[src/rtl/plot_sample_scheduler.sv]
`timescale 1ns/1ps
// plot_sample_scheduler
//   Upstream feeder for the graph plotter. Buffers 1-bit samples arriving on a
//   valid/ready handshake in a small FIFO and hands each one to the plotter as a
//   single-cycle newdata pulse. Columns are assigned in scrolling order, pulses
//   are spaced by a minimum idle gap, and (optionally) no write is issued into
//   the column the plotter is currently scanning out.
//
// Ports
//   clk_i            system clock, rising edge
//   rst_i            asynchronous active-high reset
//   clear_i          synchronous flush: FIFO emptied, column pointer to 0
//   sample_valid_i   source has a sample
//   sample_data_i    sample value (pixel on/off)
//   sample_ready_o   FIFO can accept a sample this cycle
//   current_column_i column currently scanned by the plotter
//   plotcoord_o      target column of the issued sample
//   plotdata_o       issued sample value
//   newdata_o        one-cycle strobe, plotcoord_o/plotdata_o valid
//   fifo_level_o     number of stored samples (registered)
//   busy_o           FSM not idle or FIFO non-empty
//
// state | meaning
// ------+------------------------------------------------------------
// IDLE  | waiting for a buffered sample
// HOLD  | sample waiting, target column is being scanned; re-check each cycle
// ISSUE | pop head, register pulse/coord/data, advance column pointer
// GAP   | forced idle cycles after a pulse (MIN_GAP of them)

module plot_sample_scheduler #(
  parameter int COORD_W      = 2,
  parameter int FIFO_DEPTH   = 4,
  parameter int MIN_GAP      = 2,
  parameter int AVOID_ACTIVE = 1
) (
  input  logic                              clk_i,
  input  logic                              rst_i,
  input  logic                              clear_i,
  input  logic                              sample_valid_i,
  input  logic                              sample_data_i,
  output logic                              sample_ready_o,
  input  logic [COORD_W-1:0]                current_column_i,
  output logic [COORD_W-1:0]                plotcoord_o,
  output logic                              plotdata_o,
  output logic                              newdata_o,
  output logic [$clog2(FIFO_DEPTH+1)-1:0]   fifo_level_o,
  output logic                              busy_o
);

  localparam int LW = $clog2(FIFO_DEPTH + 1);
  localparam int AW = $clog2(FIFO_DEPTH);
  localparam int GW = (MIN_GAP > 0) ? $clog2(MIN_GAP + 1) : 1;

  typedef enum logic [1:0] {
    S_IDLE  = 2'd0,
    S_HOLD  = 2'd1,
    S_ISSUE = 2'd2,
    S_GAP   = 2'd3
  } state_t;

  state_t              state, state_nxt;
  logic [FIFO_DEPTH-1:0] mem;
  logic [AW-1:0]       wr_ptr, rd_ptr;
  logic [LW-1:0]       level;
  logic [COORD_W-1:0]  col_ptr;
  logic [GW-1:0]       gap_cnt;

  logic                full, empty, push, pop, hold_cond;
  logic                newdata_d, plotdata_d;
  logic [COORD_W-1:0]  plotcoord_d;

  // ------------------------------------------------------------------
  // FIFO
  // ------------------------------------------------------------------
  assign full  = (level == LW'(FIFO_DEPTH));
  assign empty = (level == '0);

  // Readiness depends only on the registered level, so a pop in the same
  // cycle never opens a full FIFO.
  assign sample_ready_o = !rst_i && !full && !clear_i;
  assign push           = sample_valid_i && sample_ready_o;
  assign pop            = (state == S_ISSUE) && !clear_i;

  always_ff @(posedge clk_i or posedge rst_i) begin
    if (rst_i) begin
      mem    <= '0;
      wr_ptr <= '0;
      rd_ptr <= '0;
      level  <= '0;
    end else if (clear_i) begin
      wr_ptr <= '0;
      rd_ptr <= '0;
      level  <= '0;
    end else begin
      if (push) begin
        mem[wr_ptr] <= sample_data_i;
        wr_ptr      <= wr_ptr + AW'(1);
      end
      if (pop) begin
        rd_ptr <= rd_ptr + AW'(1);
      end
      case ({push, pop})
        2'b10:   level <= level + LW'(1);
        2'b01:   level <= level - LW'(1);
        default: level <= level;
      endcase
    end
  end

  assign fifo_level_o = level;

  // ------------------------------------------------------------------
  // Column pointer: advances once per issued sample, wraps naturally
  // ------------------------------------------------------------------
  always_ff @(posedge clk_i or posedge rst_i) begin
    if (rst_i) begin
      col_ptr <= '0;
    end else if (clear_i) begin
      col_ptr <= '0;
    end else if (pop) begin
      col_ptr <= col_ptr + COORD_W'(1);
    end
  end

  assign hold_cond = (AVOID_ACTIVE != 0) && (col_ptr == current_column_i);

  // ------------------------------------------------------------------
  // FSM: state register
  // ------------------------------------------------------------------
  always_ff @(posedge clk_i or posedge rst_i) begin
    if (rst_i) begin
      state <= S_IDLE;
    end else begin
      state <= state_nxt;
    end
  end

  // ------------------------------------------------------------------
  // FSM: next state
  // ------------------------------------------------------------------
  always_comb begin
    state_nxt = state;
    if (clear_i) begin
      state_nxt = S_IDLE;
    end else begin
      case (state)
        S_IDLE: begin
          if (!empty) begin
            state_nxt = hold_cond ? S_HOLD : S_ISSUE;
          end
        end
        S_HOLD: begin
          if (!hold_cond) begin
            state_nxt = S_ISSUE;
          end
        end
        S_ISSUE: begin
          state_nxt = (MIN_GAP > 0) ? S_GAP : S_IDLE;
        end
        S_GAP: begin
          // Leave on the last gap cycle so exactly MIN_GAP cycles are spent here.
          if (gap_cnt <= GW'(1)) begin
            state_nxt = S_IDLE;
          end
        end
        default: state_nxt = S_IDLE;
      endcase
    end
  end

  // Gap down-counter, loaded while issuing, decremented in GAP.
  always_ff @(posedge clk_i or posedge rst_i) begin
    if (rst_i) begin
      gap_cnt <= '0;
    end else if (clear_i) begin
      gap_cnt <= '0;
    end else if (state == S_ISSUE) begin
      gap_cnt <= GW'(MIN_GAP);
    end else if ((state == S_GAP) && (gap_cnt != '0)) begin
      gap_cnt <= gap_cnt - GW'(1);
    end
  end

  // ------------------------------------------------------------------
  // FSM: outputs (computed here, registered below)
  // ------------------------------------------------------------------
  always_comb begin
    newdata_d   = 1'b0;
    plotcoord_d = plotcoord_o;
    plotdata_d  = plotdata_o;
    if (pop) begin
      newdata_d   = 1'b1;
      plotcoord_d = col_ptr;
      plotdata_d  = mem[rd_ptr];
    end
  end

  always_ff @(posedge clk_i or posedge rst_i) begin
    if (rst_i) begin
      newdata_o   <= 1'b0;
      plotcoord_o <= '0;
      plotdata_o  <= 1'b0;
    end else begin
      newdata_o   <= newdata_d;
      plotcoord_o <= plotcoord_d;
      plotdata_o  <= plotdata_d;
    end
  end

  assign busy_o = (state != S_IDLE) || !empty;

endmodule

[config.mk]
export PLATFORM = sky130hd
export DESIGN_NAME = plot_sample_scheduler
export DESIGN_NICKNAME = d
export VERILOG_FILES = /design/src/rtl/plot_sample_scheduler.sv
export SDC_FILE = /design/constraint.sdc
export NUM_CORES = 1
export LEC_CHECK = 0
export BUFFER_PORTS_ARGS = -buffer_cell sky130_fd_sc_hd__buf_4
export CAP_MARGIN = 0
export CORE_MARGIN = 2
export CORE_UTILIZATION = 45
export CTS_CLUSTER_SIZE = 30
export DETAILED_ROUTE_END_ITERATION = 7
export PLACE_DENSITY = 0.63
export SYNTH_ARGS = -nofsm -noshare
export SYNTH_HDL_FRONTEND = slang
export SYNTH_SLANG_ARGS = --single-unit
[constraint.sdc]
create_clock -name clk_i -period 2.9 [get_ports clk_i]
set_clock_uncertainty 0.2 [all_clocks]
set_input_delay 0.58 -clock clk_i [delete_from_list [all_inputs] [get_ports clk_i]]
set_output_delay 0.58 -clock clk_i [all_outputs]
set_load 0.01 [all_outputs]
==> results.json <==
{
  "outcome": "complete, no violations",
  "placed_cells": 150,
  "yosysWarningCount": 0,
  "cts_tree": "built",
  "hold_viol_final": 0,
  "drv_slew": 0,
  "final.period_utilization_pct": 85.4,
  "fin_crit_ns": 2.48,
  "gp_congestion": 0.777,
  "drv_cap": 0,
  "clk_latency_ns": 0.31,
  "seq_area_frac_synth_pct": 42.9,
  "cp.arrival_ns": 1.70,
  "wl_um": 2080,
  "cts_buffer_depth": 2,
  "grt_pass1_wl_um": 3810,
  "drc": 0,
  "r2r-start": "state[0]",
  "dieArea_mm2": 0.00315,
  "ant_nets": 0,
  "synth-xor-area-share_pct": 5.73,
  "synth_edf_count": 0,
  "start_kind": "flop",
  "synth_top_family_by_area": "simple AND/OR/NAND/NOR gates",
  "async_reset_ff_share_pct": 100,
  "diodes": 0,
  "path_clk_slew_ns": 0.12,
  "cts_resized": 0,
  "start_util_pct": 48.5,
  "post-route-util_pct": 55.1,
  "drt-pass1-iter-count": 3,
  "wl_per_cell_um": 13.5,
  "fmax_mhz": 404,
  "synth_area_per_cell_um2": 11.4,
  "critPathCaptureType": "output port",
  "drtIter0Drc": 9,
  "gr-total-overflow": 0,
  "gr-usage-all-layers_pct": 15.6,
  "powerDensity_mw_per_mm2": 745,
  "dieWidth_um": 56.1,
  "io_pins": 16,
  "startpoint": "state[0]",
  "nets": 143,
  "final.setup.tns_ns": 0,
  "core_mm2": 0.00252,
  "fin_cells": 154,
  "synthCells": 107,
  "ys_types": 33,
  "ys_seq_elements": 21,
  "setup_viol": 0,
  "rows": 18,
  "antenna_found_initial": 0,
  "synth_ff_type": "dfrtp_1",
  "port_buffers": 15,
  "synth.area.top_cells": "dfrtp_1 (43%), ha_1 (10%), mux2_2 (8.3%), xnor2_1 (4.3%), nor2_1 (2.8%)",
  "clock_sinks": 21,
  "crit_buf_inv": 2,
  "crit_fanout": 4,
  "synth_common_cells": "dfrtp_1 (21), ha_1 (10), mux2_2 (9), nor2_1 (9)",
  "fin_hold_ws_ns": 0.231,
  "rsz0062_at_grt": "false",
  "dpl.hpwl_um": 1570,
  "peakVddDrop_mv": 0.428,
  "synth-adder-area-share_pct": 11.9,
  "area_delta_synth_final_pct": 13.5,
  "cp_slowest_cell": "or4b_4",
  "cts_root_buffer": "clkbuf_4",
  "synth.top_cell.area_share_pct": 42.9,
  "synth_most_common_cell": "dfrtp_1",
  "drive_gt1_share_pct": 28.2,
  "worst_pin_slew_ns": 0.787,
  "worstHoldPathType": "input pin to async pin",
  "synth_simple_gate_area_share_pct": 16.4,
  "floorplan.die.height_um": 56.1,
  "grt_max_degree": 22,
  "vias_per_cell": 5.11,
  "syn-cell-area_mm2": 0.00122,
  "vias": 787,
  "cts_setup_buffers": 0,
  "yosysTopAreaCell": "dfrtp_1",
  "max-slew-margin-rel_pct": 47.5,
  "crit_family": "simple AND/OR/NAND/NOR gates",
  "crit_required_ns": 2.12,
  "crit_chain": "inv_1 > ha_1 > or4b_4 > buf_4",
  "leakagePower_nw": 0.667,
  "cts_buffers": 3,
  "synth_compound_area_share_pct": 5.73,
  "ctsHoldBuffers": 0,
  "cpPeakStageDelay_ns": 0.49,
  "syn_nets": 125,
  "crit_type": "flop to output port",
  "htreeDepth": 1,
  "first_global_vias": 864,
  "muxShareOfSynthArea_pct": 12.7
}
## final timing paths
check,end,cells past startpoint,slack (ns)
max in group asynchronous,state[1],2,1.78
min in group clk_i,mem[0],1,0.32
max,busy_o,4,0.42
max reg2reg,fifo_level_o[2],8,0.48
min reg2reg,mem[0],1,0.32
min,wr_ptr[0],2,0.23
## per-stage QoR
step / instance area (µm²) / worst slack, ns / power [mW]
floorplan: 1220 / 0.230 / 0.756
global placement: 1360 / 0.330 / 0.890
detailed placement: 1360 / 0.290 / 0.904
CTS: 1390 / 0.393 / 1.05
global route: 1390 / 0.288 / 1.12
finish: 1390 / 0.424 / 1.03
## placed cells by master, fill, tap and decap left out, drive strengths merged, types with 2 or more instances in the layout
cell type,count
a21oi,2
and2b,2
buf,17
clkbuf,3
dfrtp,21
ha,10
inv,8
mux2,10
mux2i,2
nand2,8
nand2b,2
nand3,2
nor2,9
nor2b,4
nor3,2
xnor2,6
xor2,2
## flip-flops by register name, summed over array words and instances, names as in the netlist
name	cells
rd_ptr	2
state	2
mem	4
col_ptr	2
fifo_level_o	3
newdata_o	1
plotcoord_o	2
wr_ptr	2
plotdata_o	1
gap_cnt	2
## kinds of logic (layout without fill, tap and decap cells)
| kind of cell | Yosys count | count (layout) |
|---|---|---|
| muxes | 13 | 13 |
| buffers and inverters | 12 | 29 |
| DFF | 21 | 21 |
| AOI/OAI and AO/OA | 9 | 9 |
| and+or+nand+nor | 33 | 33 |
| adders and majority gates | 11 | 11 |
| xor gates and xnor gates | 8 | 8 |
## worst register-to-register path, stage by stage, from the launching register on
cell,delay [ns]
dfrtp_1,0.42
inv_1,0.08
ha_1,0.21
nor2b_1,0.20
and2b_1,0.20
fa_1,0.38
and2b_1,0.17
mux2i_1,0.14
mux2_1,0.33
## power by group
group	leakage (nW)	total (mW)	switching [mW]	internal [mW]
Sequential	0.281	0.443	0.0749	0.368
Combinational	0.368	0.448	0.196	0.253
Clock	0.0177	0.143	0.0913	0.0515
Total	0.667	1.03	0.362	0.673
## per-layer routing
metal | part of all wire, % | vias up | global-route usage (%)
met2 | 46 | 18 | 25.0
met5 | 0 | - | 0
met3 | 4.1 | 4 | 3.72
li1 | - | 391 | -
met4 | 1.6 | 0 | 7.14
met1 | 49 | 374 | 19.8
## area by class of cell
type | instances | area (µm²)
repair buffers | 17 | 128
inverters | 8 | 30.0
multi-input cells | 74 | 641
well taps | 30 | 37.5
clock inverters | 1 | 5.00
flip-flops and latches | 21 | 526
clock buffers | 3 | 22.5
fillers | 223 | 1130
Power figures use the tool's default switching activity.
